$ cat src/rtl/tape_uart_pkg.sv
// tape_uart_pkg: shared states, frame sizes and counter sizing for the tape UART transmitter.
package tape_uart_pkg;
  typedef enum logic [2:0] {IDLE, START, DATA, PARITY, STOP} tx_state_e;
  localparam int FRAME_BITS_8N1 = 10;
  localparam int FRAME_BITS_8E1 = 11;
  function automatic int div_cnt_w(input int div);
    return (div < 2) ? 1 : $clog2(div);
  endfunction
endpackage

$ cat src/rtl/tape_uart_tx_if.sv
// tape_uart_tx_if: valid/ready byte handshake into the tape UART transmitter.
interface tape_uart_tx_if #(parameter int DATA_W = 8);
  logic [DATA_W-1:0] tx_data;
  logic              tx_valid;
  logic              tx_ready;
  modport master (output tx_data, tx_valid, input tx_ready);
  modport slave  (input tx_data, tx_valid, output tx_ready);
endinterface

$ cat src/rtl/tape_baud_tick.sv
// tape_baud_tick: CLK_DIV divider with synchronous restart, one-cycle tick on the last clock of each bit.
module tape_baud_tick
  import tape_uart_pkg::*;
#(
  parameter int CLK_DIV = 16
) (
  input  logic clk,
  input  logic rst,
  input  logic i_restart,
  output logic o_tick
);
  localparam int W = div_cnt_w(CLK_DIV);
  localparam logic [W-1:0] LAST = W'(CLK_DIV - 1);
  logic [W-1:0] r_cnt;
  assign o_tick = (r_cnt == LAST);
  always_ff @(posedge clk or posedge rst) begin
    if (rst) r_cnt <= '0;
    else if (i_restart || o_tick) r_cnt <= '0;
    else r_cnt <= r_cnt + 1'b1;
  end
endmodule

$ cat src/rtl/tape_uart_tx.sv
// tape_uart_tx: 8N1 serial transmitter fed by a valid/ready byte handshake.
// Define TAPE_UART_TX_PARITY_EN to insert an even-parity bit before the stop bit.
module tape_uart_tx
  import tape_uart_pkg::*;
#(
  parameter int CLK_DIV = 16,
  parameter int DATA_W  = 8
) (
  input  logic            clk,
  input  logic            rst,
  input  logic            ena,
  tape_uart_tx_if.slave   s_tx,
  output logic            tx_out,
  output logic            busy
);
  localparam int BW = $clog2(DATA_W + 1);
  localparam logic [BW-1:0] LAST_BIT = BW'(DATA_W - 1);
`ifdef TAPE_UART_TX_PARITY_EN
  localparam tx_state_e AFTER_DATA = PARITY;
`else
  localparam tx_state_e AFTER_DATA = STOP;
`endif
  tx_state_e         r_state, w_next;
  logic [DATA_W-1:0] r_shift;
  logic [BW-1:0]     r_bits;
  logic              w_tick, w_accept, w_restart;
`ifdef TAPE_UART_TX_PARITY_EN
  logic              r_par;
`endif
  assign s_tx.tx_ready = (r_state == IDLE) & ena & ~rst;
  assign w_accept      = s_tx.tx_valid & s_tx.tx_ready;
  assign w_restart     = (r_state == IDLE);
  assign busy          = (r_state != IDLE);
  // divider is held at zero while idle so START gets a full bit period
  tape_baud_tick #(.CLK_DIV(CLK_DIV)) u_tick (
    .clk       (clk),
    .rst       (rst),
    .i_restart (w_restart),
    .o_tick    (w_tick)
  );
  always_ff @(posedge clk or posedge rst) begin
    if (rst) r_state <= IDLE;
    else r_state <= w_next;
  end
  always_comb begin
    w_next = r_state;
    case (r_state)
      IDLE:   w_next = w_accept ? START : IDLE;
      START:  w_next = w_tick ? DATA : START;
      DATA:   w_next = (w_tick && r_bits == LAST_BIT) ? AFTER_DATA : DATA;
`ifdef TAPE_UART_TX_PARITY_EN
      PARITY: w_next = w_tick ? STOP : PARITY;
`endif
      STOP:   w_next = w_tick ? IDLE : STOP;
      default: w_next = IDLE;
    endcase
  end
  always_ff @(posedge clk or posedge rst) begin
    if (rst) begin
      r_shift <= '0;
      r_bits  <= '0;
    end else if (w_accept) begin
      r_shift <= s_tx.tx_data;
      r_bits  <= '0;
    end else if (r_state == DATA && w_tick) begin
      r_shift <= r_shift >> 1;
      r_bits  <= r_bits + 1'b1;
    end
  end
`ifdef TAPE_UART_TX_PARITY_EN
  always_ff @(posedge clk or posedge rst) begin
    if (rst) r_par <= 1'b0;
    else if (w_accept) r_par <= ^s_tx.tx_data;
  end
`endif
  // line is decoded from registered state, so async reset forces it high at once
  always_comb begin
    tx_out = (r_state == START) ? 1'b0 : (r_state == DATA) ? r_shift[0] : 1'b1;
`ifdef TAPE_UART_TX_PARITY_EN
    if (r_state == PARITY) tx_out = r_par;
`endif
  end
endmodule

$ cat src/flat_wrapper.sv
// flat-port wrapper written by rule: the top's interface ports become plain ports
module tape_uart_tx_flat import tape_uart_pkg::*;
#(
  parameter int CLK_DIV = 16,
  parameter int DATA_W  = 8
)
  (clk, rst, ena, tx_out, busy, s_tx_tx_data, s_tx_tx_valid, s_tx_tx_ready);
  tape_uart_tx_if #(.DATA_W(DATA_W)) s_tx_i ();
  input  logic clk;
  input  logic rst;
  input  logic ena;
  output logic tx_out;
  output logic busy;
  input wire logic [$bits(s_tx_i.tx_data)-1:0] s_tx_tx_data;
  input wire logic [$bits(s_tx_i.tx_valid)-1:0] s_tx_tx_valid;
  output wire logic [$bits(s_tx_i.tx_ready)-1:0] s_tx_tx_ready;
  assign s_tx_i.tx_data = s_tx_tx_data;
  assign s_tx_i.tx_valid = s_tx_tx_valid;
  assign s_tx_tx_ready = s_tx_i.tx_ready;
  tape_uart_tx #(.CLK_DIV(CLK_DIV), .DATA_W(DATA_W)) u_core (.clk(clk), .rst(rst), .ena(ena), .s_tx(s_tx_i), .tx_out(tx_out), .busy(busy));
endmodule
$ cat config.mk
export PLATFORM = sky130hd
export DESIGN_NAME = tape_uart_tx_flat
export DESIGN_NICKNAME = d
export VERILOG_FILES = /design/src/rtl/tape_uart_pkg.sv /design/src/rtl/tape_uart_tx_if.sv /design/src/rtl/tape_baud_tick.sv /design/src/rtl/tape_uart_tx.sv /design/src/flat_wrapper.sv
export SDC_FILE = /design/constraint.sdc
export NUM_CORES = 1
export LEC_CHECK = 0
export ABC_CLOCK_PERIOD_IN_PS = 1550
export BUFFER_PORTS_ARGS = -buffer_cell sky130_fd_sc_hd__buf_2
export CAP_MARGIN = 20
export CORE_UTILIZATION = 52
export CTS_BUF_LIST = sky130_fd_sc_hd__clkbuf_4 sky130_fd_sc_hd__clkbuf_8
export CTS_CLUSTER_DIAMETER = 80
export CTS_CLUSTER_SIZE = 25
export DETAILED_ROUTE_END_ITERATION = 6
export PLACE_DENSITY = 0.77
export SETUP_SLACK_MARGIN = 0.15
export SYNTH_ARGS = -nofsm -noshare
export SYNTH_HDL_FRONTEND = slang
export SYNTH_SLANG_ARGS = --single-unit
$ cat constraint.sdc
create_clock -name clk -period 1.55 [get_ports clk]
set_input_delay 0.0775 -clock clk [delete_from_list [all_inputs] [get_ports clk]]
set_output_delay 0.0775 -clock clk [all_outputs]
set_load 0.05 [all_outputs]
# Word-level counts from Yosys, hierarchy flattened
# Index checks and enable logic that the tools add are counted.
word_totals:
  output_inout_bits: 3
  wordCells: 33
  inputBits: 12
  register_bits: 19
op_classes:
  n_eq_ne: 5
  add_sub_neg: 2
  reduce_logical: 6
  muxes: 12
  bitwise: 4
op_table:
  columns: ["cell", "count"]
  rows:
  - ["$mux 8", 2]
  - ["$mux 4", 3]
  - ["$pmux 3 s4", 1]
  - ["$add 4x1->4 const B", 2]
  - ["$mux 3", 2]
  - ["$eq 4x3->1 const B", 1]
  - ["$eq 4x4->1 const B", 1]
  - ["$and 1x1->1", 3]
  - ["$eq 3x1->1 const B", 1]
  - ["$eq 3x2->1 const B", 1]
  - ["$eq 3x3->1 const B", 1]
  - ["$logic_not 3->1", 1]
  - ["$mux 1", 3]
  - ["$reduce_bool 3->1", 1]
  - ["$logic_and 1x1->1", 2]
  - ["$mux 2", 1]
  - ["$reduce_bool 2->1", 1]
  - ["$logic_or 1x1->1", 1]
  - ["$not 1->1", 1]

# Logic depth before layout (Yosys ltp)
# Gate-level depths: netlist (run 1).
logic_depth:
  depth_word: 6
  depth_mapped: 6
  mapped_depth_nobuf: 4

# Cells and area by module
# From an unflattened synthesis (run 1), not the netlist that was laid out.
unflattened:
  cells_unflattened: 84
  area_unflattened_um2: 1012.2
by_module_without_submodules:
  columns: ["mod", "area_each_um2", "cells_each", "seq_area_each_um2", "n_inst"]
  rows:
  - ["tape_uart_tx", 837.1, 70, 375.4, 1]
  - ["tape_baud_tick", 175.2, 14, 100.1, 1]

# Worst setup path before layout (run 1)
# Ideal clock, no wire load.
synth_timing:
  kind: "register to output"
  start: "register u_core.r_state[2]"
  end: "output port s_tx_tx_ready"
  path_stages_with_launch: 6
  arrival_ns: 2.617
  setup_slack_ns: -1.144
  path_buffers: 3
  t_required_ns: 1.472
  path_cell_list: "dfrtp_1 > buf_6 > or3_4 > buf_6 > clkbuf_1 > nor3b_1"
synth_between:
  elab_chain_len: 3
synth_rtl:
  columns: ["element", "line", "rtl"]
  rows:
  - ["start: declaration", "tape_uart_tx.sv:23", "tx_state_e r_state, w_next;"]
  - ["start signal: assignment", "tape_uart_tx.sv:43", "else r_state <= w_next;"]
  - ["$logic_not 3->1", "tape_uart_tx.sv:30", "assign s_tx.tx_ready = (r_state == IDLE) & ena & ~rst;"]
  - ["$and 1x1->1 (2 in series)", "tape_uart_tx.sv:30", null]
  - ["end: declaration", "flat_wrapper.sv:16", "output wire logic [$bits(s_tx_i.tx_ready)-1:0] s_tx_tx_ready;"]
# No other way between the ends.

# Worst setup path in the final report (run 1)
layout_timing:
  start: "register u_core.r_state[0]"
  end: "output port s_tx_tx_ready"
# The elaborated chain is that of the path after synthesis.

==> results of run 1 <==
==> final cells by class <==
cell class | instances | area, sq um | share of cell area
clock buffers | 4 | 30.0 | 0.0202
flip-flops and latches | 19 | 475 | 0.320
multi-input cells | 75 | 651 | 0.438
inverters | 4 | 15.0 | 0.0101
repair buffers | 38 | 282 | 0.190
well taps | 25 | 31.3 | 0.0211
==> path summary, 6_finish.rpt <==
| path | startpoint | to | slack [ps] | depth (start not counted) |
|---|---|---|---|---|
| max in group asynchronous | rst | u_core.r_shift[3] | 960 | 4 |
| hold reg to reg | u_core.r_bits[3] | u_core.r_bits[3] | 530 | 1 |
| min in group asynchronous | rst | u_core.r_bits[2] | 380 | 4 |
| setup reg to reg | u_core.r_state[0] | u_core.r_bits[2] | -60 | 4 |
| setup / recovery | u_core.r_state[0] | s_tx_tx_ready | -60 | 3 |
| hold / removal | s_tx_tx_data[0] | u_core.r_shift[0] | 60 | 3 |
==> sequential cells by signal (all words and copies together), names as in the netlist <==
name and count:
u_core.r_bits 4, u_core.u_tick.r_cnt 4, u_core.r_state 3, u_core.r_shift 8
==> timing repair <==
action,4_1_cts,5_1_grt
hold endpoints to repair,19,1
cloned,1,0
hold buffers,1,1
buffers inserted,8,4
pin swaps,7,8
resized for setup,16,32
setup endpoints to repair,18,18
==> layout by cell type, fill, tap and decap left out, types with 2 or more instances in the layout <==
cell	count
a21oi_2	3
dfrtp_1	19
or2_4	2
o21ai_0	2
a21oi_1	2
or4_4	2
xor2_1	2
nor3_4	4
nor2_1	2
nor3_1	3
a31oi_4	3
nand3_1	10
mux2i_1	2
nor3b_1	2
buf_2	11
nand2_1	3
a31oi_1	4
nand3b_1	2
o21ai_2	5
buf_6	5
or3_4	2
buf_4	20
clkbuf_4	4
o21ai_1	3
inv_1	4
dlygate4sd3_1	2
==> metal layers <==
layer | up-vias | track usage | routed length, um
met5 | - | 0 | 0
met4 | 0 | 0.200 | 195
met3 | 22 | 0.0437 | 145
met2 | 46 | 0.474 | 1640
met1 | 491 | 0.344 | 1200
li1 | 457 | - | -
==> power groups by stage <==
stage	clock [mW]	sequential [mW]	combinational (mW)
6_report	0.282	0.751	0.914
5_1_grt	0.302	0.760	0.962
4_1_cts	0.278	0.730	0.694
3_5_place_dp	0	0.742	0.554
3_3_place_gp	0	0.731	0.538
2_1_floorplan	0	0.722	0.494
==> cells by family (layout without fill, tap and decap cells) <==
| family | Yosys count | count (layout) | share of synthesized area |
|---|---|---|---|
| simple gates | 41 | 42 | 0.236 |
| mux | 2 | 2 | 0.0202 |
| fa+ha+maj | 2 | 2 | 0.0252 |
| xor+xnor | 2 | 2 | 0.0177 |
| compound gates | 27 | 27 | 0.158 |
| buf+inv | 11 | 46 | 0.0643 |
| flops | 19 | 19 | 0.479 |
==> metrics by stage <==
stage               setup slack [ps]  hold WS [ps]  setup TNS, ps  instance area [sq um]  power (mW)
global placement                70.1           143              0                   1150        1.27
global route                    -114          71.1           -461                   1480        2.02
floorplan                       -167          28.6           -167                   1040        1.22
finish                         -63.9          63.8           -255                   1480        1.95
CTS                            -41.6          7.89          -58.1                   1310        1.70
detailed placement             -12.7           149          -12.7                   1150        1.30
==> critical path, delay by kind of cell (launching register included) <==
kind,cells,cell delay (ps)
buf+inv,1,180
simple gates,2,620
flops,1,430
==> impl_results.md, run 1 <==
- DRT iter0 DRCs: 35
- Max stage delay on crit path: 430 ps
- Failing checks: negative setup slack
- Quantity of I/O buffers inserted on ports: 14
- Sw power: 0.776 mW
- # diodes: 0
- Antenna violations before repair: 0
- Cell taking the most area after synthesis: dfrtp_1
- Placed Cells: 146
- Routed Antenna Nets: 0
- Vias per std cell: 6.16
- Worst-Margin Slew: 429 ps
- Grt ovf: 0
- Register bit total from synthesis: 19
- Slew HR: 0.710
- CP max-delay cell: dfrtp_1
- CP max FO: 3
- Clock root cell: clkbuf_4
- Cell area after synthesis: 992 sq um
- Worst vdd ir: 1.02 mV
- Largest net degree at the start of global routing: 20
- Final instance count without filler cells: 165
- Fill count: 113
- GP Congestion: 0.911
- Switching Fraction: 0.398
- Mapped Cells: 104
- Net Count, Synth: 118
- Internal Power: 1.17 mW
- DRT Pass-1 Iters: 4
- Vias post-DR: 1,016
- Die span in y: 45.7 um
- Worst-path clk slew: 110 ps
- Tcrit/Tclk final: 1.04
- EDFF count, synth: 0
- PwrDens: 1310 nW/um^2
- Wire length per cell: 19.2 um
- Synth top area share: 0.479
- Syn_area_per_cell: 9.54 sq um
- Count of different cell masters after synthesis: 30
- RSZ-0062 raised after global routing: true
- Die width: 45.7 um
- Final Util: 0.841
- Drt total wl: 3180 um
- Post-synth top flop: dfrtp_1
- Floorplan core area: 1760 sq um
- Ys async rst share: 1.00
- Clock tree sinks: 19
- Number of failing setup endpoints in the final timing report: 8
- DR DRC count: 0
- Crit path arrival time: 1540 ps
- CTS Buf Count: 3
- Clk_skew: 3.76 ps
- Full die area: 2090 sq um
- Share of total power in sequential cells: 0.386
- Gr usage total: 0.289
- Final slew viol count: 0
- Worst Hold Class: input pin to flip-flop
- Fin. Hold Viols: 0
- Status: complete, but fails checks
- Layout area overhead: 49.6%
- Later-pin clock latency in the skew report: 310 ps
- Layout cells sized above 1: 0.493
- Leakage power total: 0.632 nW
- Sequential area share after synthesis: 0.479
- CP Data Required Time: 1470 ps
- Class of the most critical setup path: flip-flop to output port
- Dpl hpwl: 1660 um
- Top post-synthesis cells by area: dfrtp_1 48%, nand3_1 5.5%, a31oi_1 4.4%
- Number of max-cap violations: 0
- H-tree levels: 1
- Most frequent cell after synthesis: dfrtp_1
- Global-route wire length before repair: 4120 um
- I/O pin count: 15
- YS warnings: 0
- Fmax: 0.620 GHz
- Vias in the first global route: 939
- CP Cell Sequence: or3_4 -> nor3b_4 -> buf_6
- Row Count: 15
- Final #Nets: 155
- Final min period: 1610 ps
- Startpoint types: flip-flop
- Synth cell count leaders: 19 x dfrtp_1, 11 x nand3_1, 8 x nor3_1, 8 x o21ai_0, 7 x a31oi_1
- Clock power share: 0.145
- Critical Path End Type: output port
- CTS tree: built
- Starting density of the core: 0.562
- Comb pwr share: 0.470
- Clock buffer depth: 2
- Final worst slack: -63.9 ps
(Power assumes the default switching activity.)
==> inputs of run 2 (changes only) <==
--- a/config.mk
+++ b/config.mk
@@ -5,15 +5,15 @@
 export SDC_FILE = /design/constraint.sdc
 export NUM_CORES = 1
 export LEC_CHECK = 0
-export ABC_CLOCK_PERIOD_IN_PS = 1550
+export ABC_CLOCK_PERIOD_IN_PS = 1500
 export BUFFER_PORTS_ARGS = -buffer_cell sky130_fd_sc_hd__buf_2
 export CAP_MARGIN = 20
-export CORE_UTILIZATION = 52
+export CORE_UTILIZATION = 57
 export CTS_BUF_LIST = sky130_fd_sc_hd__clkbuf_4 sky130_fd_sc_hd__clkbuf_8
 export CTS_CLUSTER_DIAMETER = 80
 export CTS_CLUSTER_SIZE = 25
 export DETAILED_ROUTE_END_ITERATION = 6
-export PLACE_DENSITY = 0.77
+export PLACE_DENSITY = 0.8
 export SETUP_SLACK_MARGIN = 0.15
 export SYNTH_ARGS = -nofsm -noshare
 export SYNTH_HDL_FRONTEND = slang
==> constraint.sdc (replaced) <==
create_clock -name clk -period 1.5 [get_ports clk]
set_input_delay 0.075 -clock clk [delete_from_list [all_inputs] [get_ports clk]]
set_output_delay 0.075 -clock clk [all_outputs]
set_load 0.05 [all_outputs]
==> impl_results.md, run 2 (synthesis results as in run 1) <==
- Placed Cells: 138 (-5.5%)
- Clock root cell: clkbuf_4
- Largest net degree at the start of global routing: 20 (unchanged)
- Fmax: 0.608 GHz
- Worst-Margin Slew: 374 ps (-55.0 ps)
- Row Count: 14 (-1)
- Vias post-DR: 1,123 (+11%)
- # diodes: 0 (unchanged)
- Clk_skew: 6.62 ps (+2.86 ps)
- PwrDens: 1420 nW/um^2 (+8.2%)
- Final slew viol count: 0 (unchanged)
- Tcrit/Tclk final: 1.10
- Starting density of the core: 0.636 (+0.0740)
- Number of max-cap violations: 0 (unchanged)
- Placement Setup Slack: 30.1 ps (+42.8 ps)
- Worst-path clk slew: 110 ps (about the same)
- Leakage power total: 0.607 nW (-3.9%)
- R2R Setup Slk: -150 ps (-80 ps)
- Critical Path End Type: flip-flop
- DRT Pass-1 Iters: 6 (+2)
- Most flop-heavy register: u_core.r_shift
- Final min period: 1650 ps
- Antenna violations before repair: 0 (unchanged)
- Die width: 43.7 um (-4.3%)
- Reg2reg end: u_core.r_state[2]
- Final #Nets: 153 (-1.3%)
- CP max FO: 6 (+3)
- CTS tree: built
- Final hold slack: 2.04 ps (-61.8 ps)
- Gr usage total: 0.336 (+0.0473)
- Final worst slack: -145 ps (-81.4 ps)
- Routed Antenna Nets: 0 (unchanged)
- CP Data Required Time: 1720 ps (+250 ps)
- Full die area: 1910 sq um (-8.4%)
- Failing checks: negative setup slack
- Clock buffer depth: 2 (unchanged)
- Quantity of I/O buffers inserted on ports: 14 (unchanged)
- Clock tree sinks: 19 (unchanged)
- Startpoint types: flip-flop
- Multi-input logic area: 612 sq um (-6.0%)
- Most frequent cells in the layout: 19 x dfrtp_1, 16 x buf_4, 11 x buf_2
- CTS Buf Count: 3 (unchanged)
- Status: complete, but fails checks
- Worst setup startpoint: u_core.r_state[2]
- DR DRC count: 0 (unchanged)
- Layout cells sized above 1: 0.442 (-0.0508)
- Floorplan core area: 1560 sq um (-12%)
- I/O pin count: 15 (unchanged)
- Vias in the first global route: 979 (+4.3%)
- Max reg flops: 8 (unchanged)
- Class of the most critical setup path: flip-flop to flip-flop
- Dpl hpwl: 1610 um (-2.9%)
- Crit path arrival time: 1870 ps (+330 ps)
- Final Util: 0.921 (+0.0802)
- Fill count: 54 (-52%)
- Later-pin clock latency in the skew report: 310 ps (about the same)
- Hold depth: 3 (unchanged)
- Most common cell after layout, fill and taps aside: dfrtp_1
- Grt ovf: 0 (unchanged)
- Path depth of the worst reg2reg path: 5 (+1)
- Slew HR: 0.748 (+0.0377)
- DRT iter0 DRCs: 82 (+130%)
- Layout area overhead: 44.8%
- Worst Hold Class: input pin to flip-flop
- HP Start: s_tx_tx_data[7]
- Top flop regs: u_core.r_shift (8), u_core.r_bits (4), u_core.u_tick.r_cnt (4)
- RSZ-0062 raised after global routing: true
- Final instance count without filler cells: 154 (-6.7%)
- Vias per std cell: 7.29 (+18%)
- Crit Reg-Reg Startpoint: u_core.r_state[2]
- Fin. Hold Viols: 0 (unchanged)
- WHS Endpoint: u_core.r_shift[7]
- Global-route wire length before repair: 4610 um (+12%)
- Worst vdd ir: 1.23 mV (+20%)
- H-tree levels: 1 (unchanged)
- Sequential cell area: 475 sq um (unchanged)
- Drt total wl: 3780 um (+19%)
- Die span in y: 43.7 um (-4.3%)
- Wire length per cell: 24.6 um (+28%)
- Number of failing setup endpoints in the final timing report: 16 (+8)
- GP Congestion: 0.824 (-9.5%)
[run 2: cell type report]
cell class | count | area share
Clock buffer | 4 | 0.0209
Inverter | 4 | 0.0105
Multi-Input combinational cell | 75 | 0.426
Sequential cell | 19 | 0.331
Tap cell | 16 | 0.0139
Timing Repair Buffer | 36 | 0.198
[run 2: worst max-delay path by stage]
stage                         to  depth (start not counted)
6_report       u_core.r_state[2]                          5
2_1_floorplan      s_tx_tx_ready                          5
4_1_cts            s_tx_tx_ready                          3
3_3_place_gp    u_core.r_bits[2]                          3
3_5_place_dp    u_core.r_bits[2]                          3
5_1_grt        u_core.r_shift[4]                          4
[run 2: what timing repair did]
item / in CTS / in global routing
gates cloned: 1 / 0
endpoints found under the setup margin: 17 / 18
setup buffers: 6 / 4
resized for setup: 17 / 18
endpoints found under the hold margin: 19 / 0
hold buffers: 1 / 0
pin swaps: 7 / 6
[run 2: stage by stage]
stage	instance area (sq um)	setup TNS (ps)	total power, mW
6_report	1440	-830	2.04
3_3_place_gp	1160	0	1.34
3_5_place_dp	1160	0	1.36
2_1_floorplan	1060	-241	1.28
5_1_grt	1440	-1110	2.07
4_1_cts	1330	-140	1.78
[run 2: report_power, final]
| group | internal, mW | switching, mW | total [mW] | leakage [nW] |
|---|---|---|---|---|
| sequential | 0.659 | 0.159 | 0.818 | 0.233 |
| combinational | 0.403 | 0.525 | 0.928 | 0.356 |
| clock | 0.122 | 0.170 | 0.292 | 0.0184 |
[run 2: metal layers]
metal,wire length [um],track usage
met5,0,0
met4,266,0.131
met3,460,0.0375
met2,1760,0.570
met1,1300,0.439
[run 2: worst max-delay path, stage by stage (launching register included)]
cell,delay [ps]
dfrtp_1,430
buf_4,160
buf_6,130
nand2b_4,120
or4_1,530
a21oi_1,200
